<file path="src/rtl/jpeg_byte_stuffer_if.sv">
// FIFO read side, output byte stream and status signals of jpeg_byte_stuffer.
// master = the stuffer itself, slave = its environment (FIFO, sink, controller).
interface jpeg_byte_stuffer_if #(
  parameter int CNT_W = 32
);
  logic             fifo_empty;
  logic [31:0]      read_data;
  logic             rdata_valid;
  logic             read_req;
  logic             flush;
  logic [7:0]       out_data;
  logic             out_valid;
  logic             out_ready;
  logic             done;
  logic             busy;
  logic [CNT_W-1:0] byte_count;

  modport master (
    input  fifo_empty, read_data, rdata_valid, flush, out_ready,
    output read_req, out_data, out_valid, done, busy, byte_count
  );

  modport slave (
    output fifo_empty, read_data, rdata_valid, flush, out_ready,
    input  read_req, out_data, out_valid, done, busy, byte_count
  );
endinterface

</file>
<file path="src/rtl/jpeg_byte_stuffer.sv">
// Serialises 32-bit FIFO words MSB first, inserts 0x00 after 0xFF data bytes,
// and appends the EOI marker (FF D9) once a flush has drained the FIFO.
module jpeg_byte_stuffer #(
  parameter bit STUFF_EN = 1'b1,
  parameter int CNT_W    = 32
) (
  input  logic                clk,
  input  logic                rst,
  jpeg_byte_stuffer_if.master bus
);

  typedef enum logic [2:0] {
    IDLE, WAIT_DATA, SEND, STUFF, EOI_FF, EOI_D9, DONE
  } state_t;

  state_t           state_reg;
  logic [1:0]       idx_reg;
  logic [31:0]      word_reg;
  logic             flush_pend_reg;
  logic [CNT_W-1:0] count_reg;
  logic             run_reg;

  logic [7:0] lane [4];
  logic [7:0] out_data;
  logic       out_valid;
  logic       read_req;
  logic       accept;

  generate
    for (genvar gi = 0; gi < 4; gi++) begin : g_lane
      assign lane[gi] = word_reg[31-8*gi -: 8];
    end
  endgenerate

  // run_reg holds off the first FIFO read until the cycle after reset releases
  assign read_req  = run_reg && (state_reg == IDLE) && !bus.fifo_empty;
  assign out_valid = (state_reg == SEND) || (state_reg == STUFF) ||
                     (state_reg == EOI_FF) || (state_reg == EOI_D9);
  assign accept    = out_valid && bus.out_ready;

  always_comb begin
    out_data = 8'h00;
    case (state_reg)
      SEND:    out_data = lane[idx_reg];
      EOI_FF:  out_data = 8'hFF;
      EOI_D9:  out_data = 8'hD9;
      default: out_data = 8'h00;
    endcase
  end

  assign bus.read_req   = read_req;
  assign bus.out_valid  = out_valid;
  assign bus.out_data   = out_data;
  assign bus.done       = (state_reg == DONE);
  assign bus.busy       = (state_reg != IDLE) || flush_pend_reg;
  assign bus.byte_count = count_reg;

  always_ff @(posedge clk) begin
    if (!rst) begin
      state_reg      <= IDLE;
      idx_reg        <= 2'd0;
      word_reg       <= 32'h0;
      flush_pend_reg <= 1'b0;
      count_reg      <= '0;
      run_reg        <= 1'b0;
    end else begin
      run_reg <= 1'b1;
      if (accept) count_reg <= count_reg + CNT_W'(1);

      // a flush on the same cycle as the D9 handshake re-arms the marker
      if (bus.flush)
        flush_pend_reg <= 1'b1;
      else if (state_reg == EOI_D9 && accept)
        flush_pend_reg <= 1'b0;

      case (state_reg)
        IDLE: begin
          if (read_req)            state_reg <= WAIT_DATA;
          else if (flush_pend_reg) state_reg <= EOI_FF;
        end
        WAIT_DATA: begin
          if (bus.rdata_valid) begin
            word_reg  <= bus.read_data;
            idx_reg   <= 2'd0;
            state_reg <= SEND;
          end
        end
        SEND: begin
          if (accept) begin
            if (STUFF_EN && lane[idx_reg] == 8'hFF) begin
              state_reg <= STUFF;
            end else if (idx_reg == 2'd3) begin
              state_reg <= IDLE;
            end else begin
              idx_reg <= idx_reg + 2'd1;
            end
          end
        end
        STUFF: begin
          if (accept) begin
            if (idx_reg == 2'd3) begin
              state_reg <= IDLE;
            end else begin
              idx_reg   <= idx_reg + 2'd1;
              state_reg <= SEND;
            end
          end
        end
        EOI_FF:  if (accept) state_reg <= EOI_D9;
        EOI_D9:  if (accept) state_reg <= DONE;
        DONE:    state_reg <= IDLE;
        default: state_reg <= IDLE;
      endcase
    end
  end

endmodule

</file>
<file path="src/flat_wrapper.sv">
// flat-port wrapper written by rule: the top's interface ports become plain ports
module jpeg_byte_stuffer_flat 
#(
  parameter bit STUFF_EN = 1'b1,
  parameter int CNT_W    = 32
)
  (clk, rst, bus_fifo_empty, bus_read_data, bus_rdata_valid, bus_flush, bus_out_ready, bus_read_req, bus_out_data, bus_out_valid, bus_done, bus_busy, bus_byte_count);
  jpeg_byte_stuffer_if #(.CNT_W(CNT_W)) bus_i ();
  input  logic clk;
  input  logic rst;
  input wire logic [$bits(bus_i.fifo_empty)-1:0] bus_fifo_empty;
  input wire logic [$bits(bus_i.read_data)-1:0] bus_read_data;
  input wire logic [$bits(bus_i.rdata_valid)-1:0] bus_rdata_valid;
  input wire logic [$bits(bus_i.flush)-1:0] bus_flush;
  input wire logic [$bits(bus_i.out_ready)-1:0] bus_out_ready;
  output wire logic [$bits(bus_i.read_req)-1:0] bus_read_req;
  output wire logic [$bits(bus_i.out_data)-1:0] bus_out_data;
  output wire logic [$bits(bus_i.out_valid)-1:0] bus_out_valid;
  output wire logic [$bits(bus_i.done)-1:0] bus_done;
  output wire logic [$bits(bus_i.busy)-1:0] bus_busy;
  output wire logic [$bits(bus_i.byte_count)-1:0] bus_byte_count;
  assign bus_i.fifo_empty = bus_fifo_empty;
  assign bus_i.read_data = bus_read_data;
  assign bus_i.rdata_valid = bus_rdata_valid;
  assign bus_i.flush = bus_flush;
  assign bus_i.out_ready = bus_out_ready;
  assign bus_read_req = bus_i.read_req;
  assign bus_out_data = bus_i.out_data;
  assign bus_out_valid = bus_i.out_valid;
  assign bus_done = bus_i.done;
  assign bus_busy = bus_i.busy;
  assign bus_byte_count = bus_i.byte_count;
  jpeg_byte_stuffer #(.STUFF_EN(STUFF_EN), .CNT_W(CNT_W)) u_core (.clk(clk), .rst(rst), .bus(bus_i));
endmodule
</file>
<file path="config.mk">
export PLATFORM = sky130hd
export DESIGN_NAME = jpeg_byte_stuffer_flat
export DESIGN_NICKNAME = d
export VERILOG_FILES = /design/src/rtl/jpeg_byte_stuffer_if.sv /design/src/rtl/jpeg_byte_stuffer.sv /design/src/flat_wrapper.sv
export SDC_FILE = /design/constraint.sdc
export NUM_CORES = 1
export LEC_CHECK = 0
export CORE_MARGIN = 10
export CORE_UTILIZATION = 49
export DETAILED_ROUTE_END_ITERATION = 12
export GPL_TIMING_DRIVEN = 0
export MAX_ROUTING_LAYER = met4
export PLACE_DENSITY_LB_ADDON = 0.2
export SLEW_MARGIN = 20
export SYNTH_ARGS = -nofsm -noshare
export SYNTH_HDL_FRONTEND = slang
export SYNTH_SLANG_ARGS = --single-unit
export TNS_END_PERCENT = 10
</file>
<file path="constraint.sdc">
create_clock -name clk -period 2.9 [get_ports clk]
set_input_delay 0.58 -clock clk [delete_from_list [all_inputs] [get_ports clk]]
set_output_delay 0.58 -clock clk [all_outputs]
set_load 0.02 [all_outputs]
</file>
==> impl_metrics.csv, run 1 <==
group,metric,value,unit
floorplanning,die_w,102,um
clocking,clk_pin_slew,0.08,ns
timing,layout_setup_ws,0.0661,ns
detailed_routing,via_per_inst,5.55,
timing,period_minus_slack,2.83,ns
synthesis,netlist_top_cells_area,"dfxtp_1 43%, nand2_1 11%, a21oi_1 7.5%",
critical_path,rr_worst_depth,7,
layout,syn_to_final_growth,35.6,%
synthesis,synth_fp_nets,441,
critical_path,required,2.32,ns
outcome,status,"complete, no violations",
layout,stdcell_count,573,
floorplanning,die-area,10400,um^2
clocking,clock_latency,0.36,ns
detailed_routing,wl,9100,um
place,pre_cts_ws,0.209,ns
timing,tightest_slew,0.765,ns
synthesis,synthesis.area,3280,um^2
place,port_buffers,80,
detailed_routing,dr.first_iter.drc_count,179,
floorplanning,die_y,102,um
synthesis,yosys_register_bits,71,
synthesis,synth_flop_cell,"dfxtp_1",
detailed_routing,vias,3178,
power_and_ir_drop,leakagePower,1.61,nW
global_route,antenna_found_initial,0,
timing,setup_viol,0,
global_route,grt-ovfl-total,0,
critical_path,worstPathArrival,2.25,ns
synthesis,async_flop_share,0,
detailed_routing,dr.pass1.iters,5,
floorplanning,initial_core_util,0.510,
timing,fin_skew,0.0103,ns
floorplanning,row_count,29,
layout,fillers,514,
timing,finalHoldViolCount,0,
place,place.gp.congestion,0.855,
synthesis,synth_edf_count,0,
clocking,htreeDepth,3,
synthesis,synth_top_area_cell,"dfxtp_1",
timing,period_share,0.977,
critical_path,path_class,"flip-flop to output pin",
global_route,track_usage,0.183,
clocking,cts_buffers,9,
detailed_routing,drc,0,
min_path,hold_class,"flip-flop to flip-flop",
power_and_ir_drop,power_density,617,nW/um^2
global_route,grt_max_degree,13,
timing,holdWs,0.457,ns
timing,setup_tns,0,ns
global_route,grt_pass1_vias,3085,
detailed_routing,avgRoutedWirePerCell,15.9,um
critical_path,start_kind,"flip-flop",
min_path,holdPathStages,2,
place,dp_cells,558,
critical_path,setup.worst_path.end_class,"output pin",
layout,nets,532,
timing,max_slew_margin,0.486,
clocking,cts_root_buf,"clkbuf_8",
critical_path,cp_max_fo,10,
synthesis,synth_cells,401,
timing,drv_slew,0,
layout,diodes,0,
layout,drive_gt1_frac,0.0766,
clocking,clock-sinks,71,
timing,rsz0062_at_grt,"no",
synthesis,ys_types,42,
clocking,clk_path_buf_depth,2,
synthesis,netlist.area_leader.share,0.434,
floorplanning,io_pins,82,
floorplanning,coreArea,6420,um^2
synthesis,ys_seq_area_frac,0.434,
global_route,grt_pass1_wl,14900,um
synthesis,synth-warning-count,0,
power_and_ir_drop,max-vdd-ir-drop,0.382,mV
job,drv_cap,0,
clocking,cts_tree,"done",
detailed_routing,ant_nets,0,
place,post-dp-hpwl,6750,um
clocking,hold_buffers,0,
synthesis,synth_area_per_cell,8.17,um^2
timing,timing.fmax,353,MHz
==> worst paths after layout <==
kind                                         start                                     end  slack, ns
min reg2reg           u_core.lane[20]$_SDFFE_PN0P_            u_core.lane[20]$_SDFFE_PN0P_       0.46
min                   u_core.lane[20]$_SDFFE_PN0P_            u_core.lane[20]$_SDFFE_PN0P_       0.46
max                 u_core.idx_reg[1]$_SDFFE_PN0P_                         bus_out_data[7]       0.07
max reg2reg  u_core.bus.byte_count[9]$_SDFFE_PN0P_  u_core.bus.byte_count[28]$_SDFFE_PN0P_       0.55
==> repair_timing <==
item,4_1_cts,5_1_grt
resized for setup,2,7
endpoints found under the setup margin,7,8
hold endpoints to repair,0,0
setup buffers,0,0
==> layout by cell type, fill, tap and decap left out, types with 7 or more instances in the layout <==
cell             netlist  routed
a21oi_1               49      49
clkbuf_1              22      20
nand2_1               92      92
dfxtp_1               71      71
xnor2_1               11      11
clkdlybuf4s50_1        0      76
nand2b_1               8       8
nor3_1                 7       7
and3_1                 7       7
nor2_1                20      20
clkbuf_8               0      10
inv_1                 13      13
or3_1                  8       8
mux4_2                 8       8
o21ai_0                8       8
nand3_1               17      17
mux2i_1                7       7
==> layer usage <==
layer	share of wire	GRT usage
met1	0.44	0.217
met2	0.48	0.291
met3	0.063	0.0551
met4	0.018	0.0616
met5	0	-
==> per-stage QoR <==
stage	power (mW)	cell area [um^2]	utilization
final	2.74	4440	0.692
after global routing	2.85	4440	0.692
after CTS	2.74	4430	0.690
after detailed placement	1.78	4180	0.651
after global placement	1.77	4180	0.650
after floorplan	1.51	3280	-
==> critical path, stage by stage, from the launching register on <==
cell	delay, ns
dfxtp_1	0.34
clkbuf_2	0.27
mux4_2	0.58
nand2_1	0.09
nand2_1	0.06
clkdlybuf4s50_1	0.56
==> Yosys cell counts (all sizes together), types with 2 or more instances <==
master and instances:
a21oi 49, nand4 6, xor2 4, nor2b 4
nor3 7, nand3b 2, mux2i 7, xnor2 11
ha 2, and4 4, o31a 2, nand2b 8
nand3 19, clkbuf 23, nor4 7, buf 3
dfxtp 71, o21ai 9, inv 14, nand2 92
or3 9, a21o 3, and3 7, nor2 20
mux4 8
==> area by class of cell <==
type	count	area [um^2]	area share
flip-flops and latches	71	1420	0.320
multi-input cells	290	1710	0.384
well taps	77	96.3	0.0217
clock buffers	10	138	0.0310
repair buffers	80	811	0.182
plain buffers	26	114	0.0256
inverters	14	52.6	0.0118
clock inverters	5	106	0.0239
==> where the power goes <==
group | switching [mW] | total [mW] | internal, mW
clock | 0.383 | 0.975 | 0.591
sequential | 0.0455 | 1.09 | 1.05
combinational | 0.396 | 0.675 | 0.279
total | 0.825 | 2.74 | 1.92
==> cells by family after synthesis <==
family          after synthesis  synth area share
simple gates                189             0.276
flops                        71             0.434
compound gates               69             0.116
buf+inv                      40            0.0481
xor+xnor                     15            0.0424
mux                          15            0.0763
fa+ha+maj                     2           0.00763
Power figures use the tool's default switching activity.
==> inputs of run 2 (changes only) <==
--- a/config.mk
+++ b/config.mk
@@ -7,6 +7,7 @@
 export LEC_CHECK = 0
 export CORE_MARGIN = 10
 export CORE_UTILIZATION = 49
+export CTS_CLUSTER_SIZE = 10
 export DETAILED_ROUTE_END_ITERATION = 12
 export GPL_TIMING_DRIVEN = 0
 export MAX_ROUTING_LAYER = met4
==> results of run 2 <==
The final DEF is identical to that of run 1; final timing and power are the same.
==> inputs of run 3 (changes only) <==
--- a/config.mk
+++ b/config.mk
@@ -5,6 +5,7 @@
 export SDC_FILE = /design/constraint.sdc
 export NUM_CORES = 1
 export LEC_CHECK = 0
+export CORE_ASPECT_RATIO = 0.5
 export CORE_MARGIN = 10
 export CORE_UTILIZATION = 49
 export CTS_CLUSTER_SIZE = 10
==> impl_metrics.csv, run 3 (synthesis results as in run 1) <==
group,metric,value,unit
timing,layout_setup_ws,0.120,ns
min_path,holdPathStages,2,
global_route,grt_pass1_vias,3012,
timing,rsz0062_at_grt,"no",
place,port_buffers,80,
layout,multi_input_area,1710,um^2
layout,nets,532,
layout,register_area,1420,um^2
layout,stdcell_area,4490,um^2
critical_path,rr_endpoint,"u_core.bus.byte_count[28]$_SDFFE_PN0P_",
layout,stdcell_count,584,
floorplanning,row_count,20,
detailed_routing,dr.first_iter.drc_count,221,
outcome,status,"complete, no violations",
global_route,grt_pass1_wl,14200,um
critical_path,setup.worst_path.end_class,"output pin",
layout,drive_gt1_frac,0.0706,
detailed_routing,ant_nets,0,
timing,fin_skew,0.00501,ns
place,placed_cell_area,4190,um^2
timing,period_minus_slack,2.78,ns
clocking,clk_pin_slew,0.05,ns
layout,final_common_cell,"nand2_1",
floorplanning,coreArea,6280,um^2
global_route,antenna_found_initial,0,
detailed_routing,vias,3090,
clocking,post_cts_buffers,0,
timing,period_share,0.959,
place,place.gp.congestion,0.835,
min_path,hold_class,"flip-flop to flip-flop",
layout,syn_to_final_growth,36.9,%
critical_path,required,2.32,ns
min_path,hold_path_end,"u_core.lane[14]$_SDFFE_PN0P_",
detailed_routing,drc,0,
global_route,grt_max_degree,11,
timing,timing.fmax,360,MHz
global_route,grt-ovfl-total,0,
clocking,clock-sinks,71,
timing,holdWs,0.451,ns
floorplanning,die-area,10600,um^2
critical_path,cp_max_fo,10,
min_path,min_from,"u_core.lane[14]$_SDFFE_PN0P_",
clocking,clock_latency,0.33,ns
timing,setup_viol,0,
clocking,cts_buffers,9,
layout,fillers,523,
power_and_ir_drop,power_density,619,nW/um^2
critical_path,worstPathArrival,2.20,ns
clocking,htreeDepth,3,
place,pre_cts_ws,0.253,ns
layout,final_util,0.715,
clocking,cts_tree,"done",
critical_path,path_class,"flip-flop to output pin",
floorplanning,die_w,136,um
layout,diodes,0,
critical_path,r2r_start,"u_core.bus.byte_count[9]$_SDFFE_PN0P_",
timing,max_slew_margin,0.537,
job,drv_cap,0,
power_and_ir_drop,total_power,2.78,mW
critical_path,start_kind,"flip-flop",
floorplanning,initial_core_util,0.522,
power_and_ir_drop,max-vdd-ir-drop,0.438,mV
timing,tightest_slew,0.689,ns
power_and_ir_drop,leakagePower,1.61,nW
clocking,cts_root_buf,"clkbuf_16",
timing,drv_slew,0,
detailed_routing,dr.pass1.iters,4,
timing,setup_tns,0,ns
critical_path,r2r_setup_slack,0.56,ns
detailed_routing,via_per_inst,5.29,
floorplanning,die_y,77.8,um
detailed_routing,wl,8510,um
clocking,clk_path_buf_depth,2,
timing,finalHoldViolCount,0,
place,post-dp-hpwl,6300,um
global_route,track_usage,0.168,
critical_path,rr_worst_depth,7,
floorplanning,io_pins,82,
detailed_routing,avgRoutedWirePerCell,14.6,um
layout,final_cell_mix,"92 x nand2_1, 77 x clkdlybuf4s50_1, 71 x dfxtp_1, 49 x a21oi_1, 23 x clkbuf_1",
place,dp_cells,569,
[run 3: cell count changes in the layout (fill, tap and decap cells not counted), sizes merged]
| cell | previous run | this run |
|---|---|---|
| clkdlybuf4s50 | 76 | 77 |
| clkbuf | 33 | 38 |
| clkinvlp | 1 | 0 |
| bufinv | 3 | 0 |
| clkinv | 1 | 0 |
| dlymetal6s2s | 4 | 3 |
[run 3: worst max path at each step]
stage / from / to / slack, ns / cells after the start
final: u_core.idx_reg[0]$_SDFFE_PN0P_ / bus_out_data[4] / 0.12 / 5
after global routing: u_core.idx_reg[0]$_SDFFE_PN0P_ / bus_out_data[4] / 0.004 / 5
after CTS: u_core.idx_reg[0]$_SDFFE_PN0P_ / bus_out_data[5] / 0.06 / 5
after detailed placement: u_core.idx_reg[1]$_SDFFE_PN0P_ / bus_out_data[7] / 0.25 / 5
after global placement: u_core.idx_reg[1]$_SDFFE_PN0P_ / bus_out_data[7] / 0.28 / 5
after floorplan: u_core.bus.byte_count[10]$_SDFFE_PN0P_ / u_core.bus.byte_count[28]$_SDFFE_PN0P_ / 0.60 / 7
[run 3: repair_timing]
| action | 4_1_cts | 5_1_grt |
|---|---|---|
| hold buffers | 0 | 0 |
| setup endpoints to repair | 4 | 7 |
| hold endpoints to repair | 0 | 0 |
| gates resized for setup | 2 | 7 |
| cloned | 0 | 0 |
[run 3: routing by layer]
layer  part of all wire  vias to the layer above  wire [um]  global-route usage
met5                  0                        -          0                   -
met4              0.011                        0         91              0.0513
met3              0.070                       11        596              0.0604
met2               0.47                       85       4030               0.265
met1               0.45                     1438       3800               0.196
li1                   -                     1556          -                   -
[run 3: worst max-delay path: stages (launching register included)]
cell and delay [ns]:
dfxtp_1 0.38, buf_4 0.23, mux4_2 0.53, nand2_1 0.08, nand2_1 0.07, clkdlybuf4s50_1 0.57
[run 3: where the power goes]
group          internal [mW]  switching [mW]  total (mW)  leakage (nW)
logic                  0.279           0.384       0.663         0.901
registers               1.05          0.0469        1.10         0.574
clock network          0.645           0.376        1.02         0.136
total                   1.97           0.807        2.78          1.61
[run 3: layout make-up]
type | instances | area share
repair buffers | 80 | 0.180
clock buffers | 15 | 0.0619
well taps | 88 | 0.0245
plain buffers | 26 | 0.0251
multi-input cells | 290 | 0.380
flip-flops and latches | 71 | 0.317
inverters | 14 | 0.0117
